## src/rtl/serial_adder_ctrl.sv

```systemverilog
// Bit-serial adder: one full_adder cell is reused for every bit, LSB first,
// with the carry held in a register between bits.

module full_adder (
    input  logic a0,
    input  logic a1,
    input  logic c0,
    output logic s,
    output logic c1
);
    assign s  = a0 ^ a1 ^ c0;
    assign c1 = (a0 & a1) | (a0 & c0) | (a1 & c0);
endmodule

module serial_adder_ctrl #(
    parameter int WIDTH = 8
) (
    input  logic             clk,
    input  logic             rst,
    input  logic             start,
    input  logic [WIDTH-1:0] a,
    input  logic [WIDTH-1:0] b,
    input  logic             cin,
    output logic             busy,
    output logic             done,
    output logic [WIDTH-1:0] sum,
    output logic             cout
);
    localparam int CW = (WIDTH > 1) ? $clog2(WIDTH) : 1;
    localparam logic [CW-1:0] LAST = CW'(WIDTH - 1);

    typedef enum logic [1:0] {IDLE, RUN, DONE} state_t;

    state_t           state, next_state;
    logic [WIDTH-1:0] a_reg, b_reg;
    logic             carry;
    logic [CW-1:0]    count;
    logic             fa_s, fa_c1;
    logic             accept;
    logic             last_bit;

    full_adder u_fa (
        .a0 (a_reg[0]),
        .a1 (b_reg[0]),
        .c0 (carry),
        .s  (fa_s),
        .c1 (fa_c1)
    );

    // A new operation may begin from IDLE or straight out of DONE.
    assign accept   = start && (state == IDLE || state == DONE);
    assign last_bit = (count == LAST);
    assign busy     = (state == RUN);
    assign done     = (state == DONE);

    always_ff @(posedge clk or posedge rst) begin
        if (rst) state <= IDLE;
        else     state <= next_state;
    end

    always_comb begin
        next_state = state;
        case (state)
            IDLE: if (start) next_state = RUN;
            RUN:  if (last_bit) next_state = DONE;
            DONE: next_state = start ? RUN : IDLE;
            default: next_state = IDLE;
        endcase
    end

    // Counter stops at WIDTH-1 so it never wraps within an operation.
    always_ff @(posedge clk or posedge rst) begin
        if (rst) begin
            a_reg <= '0;
            b_reg <= '0;
            carry <= 1'b0;
            count <= '0;
            sum   <= '0;
            cout  <= 1'b0;
        end else if (accept) begin
            a_reg <= a;
            b_reg <= b;
            carry <= cin;
            count <= '0;
            sum   <= '0;
            cout  <= 1'b0;
        end else if (state == RUN) begin
            sum   <= {fa_s, sum[WIDTH-1:1]};
            carry <= fa_c1;
            a_reg <= a_reg >> 1;
            b_reg <= b_reg >> 1;
            if (last_bit) cout  <= fa_c1;
            else          count <= count + 1'b1;
        end
    end
endmodule

```

## config.mk

```make
export PLATFORM = sky130hd
export DESIGN_NAME = serial_adder_ctrl
export DESIGN_NICKNAME = d
export VERILOG_FILES = /design/src/rtl/serial_adder_ctrl.sv
export SDC_FILE = /design/constraint.sdc
export NUM_CORES = 1
export LEC_CHECK = 0
export CELL_PAD_IN_SITES_DETAIL_PLACEMENT = 0
export CELL_PAD_IN_SITES_GLOBAL_PLACEMENT = 2
export CORE_MARGIN = 2
export CORE_UTILIZATION = 36
export DETAILED_ROUTE_END_ITERATION = 10
export PLACE_DENSITY_LB_ADDON = 0.1
export SYNTH_ARGS = -nofsm -noshare
export SYNTH_HDL_FRONTEND = slang
export SYNTH_SLANG_ARGS = --single-unit
export TNS_END_PERCENT = 50
```

## constraint.sdc

```tcl
create_clock -name clk -period 3.19 [get_ports clk]
set_clock_uncertainty 0.2 [all_clocks]
set_input_delay 0.4785 -clock clk [delete_from_list [all_inputs] [get_ports clk]]
set_output_delay 0.4785 -clock clk [all_outputs]
set_load 0.005 [all_outputs]
```

Word-level counts from Yosys, hierarchy flattened
Cells that the tools add are included.

word-level totals
  register bits after elaboration = 31
  output and inout bits = 11
  word-level logic and storage cells = 47

cells by class
  $add $sub $neg = 1
  eq/ne operators = 6
  multiplexer cells = 18
  bitwise logic cells = 7
  reductions and logical operators = 8

operators by type and width
  cell                                                  count
  2-to-1 mux 8 bit                                      6
  2-to-1 mux 3 bit                                      3
  2-to-1 mux 1 bit                                      6
  case mux 2 bit (3 select lines)                       1
  AND reduction 2 bit                                   3
  2-to-1 mux 2 bit                                      2
  != test 2 bit (second input constant)                 2
  nonzero test 2 bit                                    2
  adder 3 x 1 -> 3 bit (second input constant)          1
  AND 1 bit                                             3
  equality test 3 bit (second input constant)           1
  equality test 2 x 1 -> 1 bit (second input constant)  1
  equality test 2 bit (second input constant)           1
  zero test 2 bit                                       1
  != test 2 x 1 -> 1 bit (second input constant)        1
  OR 1 bit                                              2
  XOR 1 bit                                             2
  logical AND 1 bit                                     1
  logical OR 1 bit                                      1

Logic depth before layout (Yosys ltp)
  depth after elaboration = 6
  gate-level depth with buffers = 5
  mapped depth without buffers = 5

Hierarchy
A second synthesis with hierarchy kept.

unflattened totals
  cells, all modules = 130
  area, all modules = 1453.9 um^2

by module, submodules not included
  module             instances  cells each  area an instance (um^2)  sequential area each (um^2)
  serial_adder_ctrl  1          129         1433.9                   775.7
  full_adder         1          1           20.0                     0.0

Worst setup path after synthesis
OpenSTA, ideal clock, no wires.

  path type = register to register
  from = register count[0]
  to = register count[0]
  data arrival time = 1.286 ns
  required time = 2.872 ns
  slack = 1.586 ns
  cell stages (with the launch flop) = 6
  path buffers = 0
  clock period less this slack = 1.604 ns
  cells stage by stage = dfrtp_1 -> ha_1 -> ha_1 -> nor2_1 -> xor2_1 -> a21o_1

on the way
  longest elaborated chain between the ends = 4
  elaborated cells between the ends (all ways) = 7
  classes of those cells = add/sub: 1; eq/ne: 2; mux: 3; reduce/logical: 1

RTL lines
  item                    line  text
  from (decl)             37    logic [CW-1:0] count;
  from (signal assigned)  93    else count <= count + 1'b1;
  adder 3 x 1 -> 3 bit    93
  2-to-1 mux 3 bit        92    if (last_bit) cout <= fa_c1;
  2-to-1 mux 3 bit        87    end else if (state == RUN) begin
  2-to-1 mux 3 bit        80    end else if (accept) begin

Several ways; a longest one is shown, not always the timed one. The select of a mux whose other input is x is not followed.
A chain may end at the register's enable or synchronous reset.

Worst setup path in the final report
  from = register state[1]
  to = output done

on the way
  longest elaborated chain between the ends = 1

RTL lines
  item                    line  text
  from (decl)             34    state_t state, next_state;
  from (signal assigned)  58    else state <= next_state;
  equality test 2 bit     54    assign done = (state == DONE);
  to (decl)               25    output logic done,

Every way passes these cells.

==> impl_metrics.tcl <==
set metrics [dict create \
    cts_resized 0 \
    crit_type "reg -> out" \
    chipWidth_um 72.9 \
    grt_max_degree 32 \
    synth.avg_cell_area_um2 10.7 \
    seqPwrFrac_pct 41.4 \
    critPathTopFamily "buffers and inverters" \
    hpwl_mm 2.37 \
    drt_iter0_drc 56 \
    whs_ns 0.339 \
    swShare_pct 35.4 \
    intPower_mw 1.12 \
    critPathBufInv 2 \
    worstPathMaxFanout 17 \
    drive_above_1_share_pct 11.1 \
    cp-start-kind "register" \
    cts_post_setup_buffers_inserted 0 \
    firstDrtPassIters 4 \
    clkLatencyLatePin_ns 0.29 \
    antenna_cells 0 \
    track_usage_pct 14.5 \
    wl_mm 3.48 \
    cp_data_arrival_time_ns 1.64 \
    hold_viol 0 \
    area_growth_syn_to_layout_pct 23.5 \
    finalCritPeriodShare_pct 72.6 \
    synth_warnings 0 \
    p_leak_nw 0.887 \
    die-height_um 72.9 \
    worst_slack_ns 0.874 \
    clkSinkCount 31 \
    preCtsSetupSlack_ns 0.938 \
    cp_slowest_cell "clkdlybuf4s50_1" \
    drtAntennaViolNets 0 \
    cap_violations 0 \
    clkTransAtPathRegs_ns 0.06 \
    gp_congestion 0.735 \
    die-area_um2 5310 \
    fin_nets 212 \
    path_cells "buf_4 -> nor2b_1 -> clkdlybuf4s50_1" \
    fin_area_um2 2110 \
    hold_buffers 0 \
    port_buffers 30 \
    cpPeakStageDelay_ns 0.53 \
    period_minus_slack_ns 2.32 \
    htreeDepth 2 \
    hp-class "reg -> reg" \
    overflow 0 \
    drc 0 \
    ys_ff_latch 31 \
    grt_pass1_vias 1260 \
    finalSetupTns_ns 0 \
    worst_setup_path_end_kind "output port" \
    ioPinCount 31 \
    rows 25 \
    grt_pass1_wl_mm 5.89 \
    p_comb_share_pct 41.4 \
    cts_root_buf "clkbuf_8" \
    slew_headroom_pct 61.4 \
    syn_inst 159 \
    fmaxAchievable_ghz 0.432 \
    antenna_found_initial 0 \
    setup_viol 0 \
    layout_common_cells "dfrtp_1, clkdlybuf4s50_1, mux2i_1" \
    required_ns 2.51 \
    p_clk_share_pct 17.1 \
    clockBufferDepth 2 \
    cts_tree "built" \
    ir_drop_v 0.000363 \
    slew_viol_final 0 \
    initial_core_util_pct 36.6 \
    final_common_cell "dfrtp_1" \
    ys_seq_area_share_pct 45.5 \
    outcome "completed" \
    placed_area_um2 2020 \
    vias 1273 \
    synth_nets 182 \
    worst_pin_slew_ns 0.578 \
    p_per_area_nw_per_um2 826 \
    synth_cell_types 29 \
    cts-buffers-inserted 5 \
    netlist_area_um2 1710 \
    fp.coreArea_um2 4660 \
    rsz0062_at_grt "no" \
    power.switching_uw 617 \
    design_power_total_mw 1.74 \
    viasPerCell 5.22 \
    post_drt_wl_per_cell_um 14.3 \
]
==> through the flow <==
stage | instances | util (%)
2_1_floorplan | 159 | -
3_5_place_dp | 236 | 43.4
6_report | 244 | 45.2
4_1_cts | 244 | 45.2
5_1_grt | 244 | 45.2
3_3_place_gp | 236 | 43.4
==> cell usage after synthesis <==
library cell / n / area share [%]
inv_1: 6 / 1.3
dfrtp_1: 31 / 45
a211oi_1: 15 / 6.6
buf_4: 1 / 0.44
nand2b_1: 2 / 0.73
fa_1: 1 / 1.2
o21ai_1: 1 / 0.29
buf_1: 1 / 0.22
nand2_1: 6 / 1.3
a21o_1: 2 / 0.88
mux2i_1: 17 / 10
nor2b_1: 16 / 5.9
nor3b_1: 1 / 0.44
mux2_2: 5 / 3.3
a22o_1: 7 / 3.6
buf_6: 5 / 3.3
buf_8: 1 / 0.88
and2b_1: 1 / 0.44
nor2_1: 2 / 0.44
xor2_1: 1 / 0.51
mux2_4: 1 / 0.88
nor2_2: 1 / 0.37
o21ai_0: 4 / 1.2
o211ai_1: 2 / 0.88
buf_2: 5 / 1.5
or2b_1: 1 / 0.44
nand3_1: 5 / 1.5
ha_1: 2 / 1.5
a21oi_1: 16 / 4.7
==> final cells by class <==
| type | count | area [µm²] |
|---|---|---|
| multi-input cells | 109 | 801 |
| inverters | 6 | 22.5 |
| fillers | 447 | 2550 |
| flip-flops and latches | 31 | 776 |
| clock inverters | 3 | 15.0 |
| well taps | 54 | 67.6 |
| clock buffers | 5 | 68.8 |
| repair buffers | 36 | 358 |
==> per-layer routing <==
metal  up-vias  routed length, µm  GRT usage (%)
met5         -                  0              0
met4         0                 45           5.14
met3         7                125           4.14
met2        23               1570           23.0
met1       614               1740           18.9
li1        629                  -              -
==> power groups by stage <==
stage / Sequential, mW / Clock (mW) / Combinational [mW]
floorplan: 0.674 / 0 / 0.543
global placement: 0.713 / 0 / 0.711
detailed placement: 0.725 / 0 / 0.731
CTS: 0.718 / 0.314 / 0.735
global route: 0.750 / 0.333 / 0.818
finish: 0.721 / 0.298 / 0.721
==> worst paths after layout <==
path / startpoint / endpoint / slack (ns) / depth (start not counted)
setup reg to reg: count[0]$_DFFE_PP0P_ / count[0]$_DFFE_PP0P_ / 1.36 / 5
hold / removal: sum[6]$_DFFE_PP0P_ / sum[6]$_DFFE_PP0P_ / 0.34 / 1
setup / recovery: state[1]$_DFFE_PP0P_ / done / 0.87 / 3
min in group asynchronous: rst / sum[4]$_DFFE_PP0P_ / 0.37 / 3
max in group asynchronous: rst / a_reg[2]$_DFFE_PP0P_ / 2.12 / 3
hold reg to reg: sum[6]$_DFFE_PP0P_ / sum[6]$_DFFE_PP0P_ / 0.34 / 1
==> cells by family after synthesis <==
family                   share of synthesized area [%]
AO/OA/AOI/OAI                                     18.1
AND/OR/NAND/NOR                                   11.5
flip-flops                                        45.5
multiplexers                                      14.1
buffers and inverters                             7.62
adder cells (fa/ha/maj)                           2.64
XOR/XNOR                                         0.513
(Power assumes the default switching activity.)
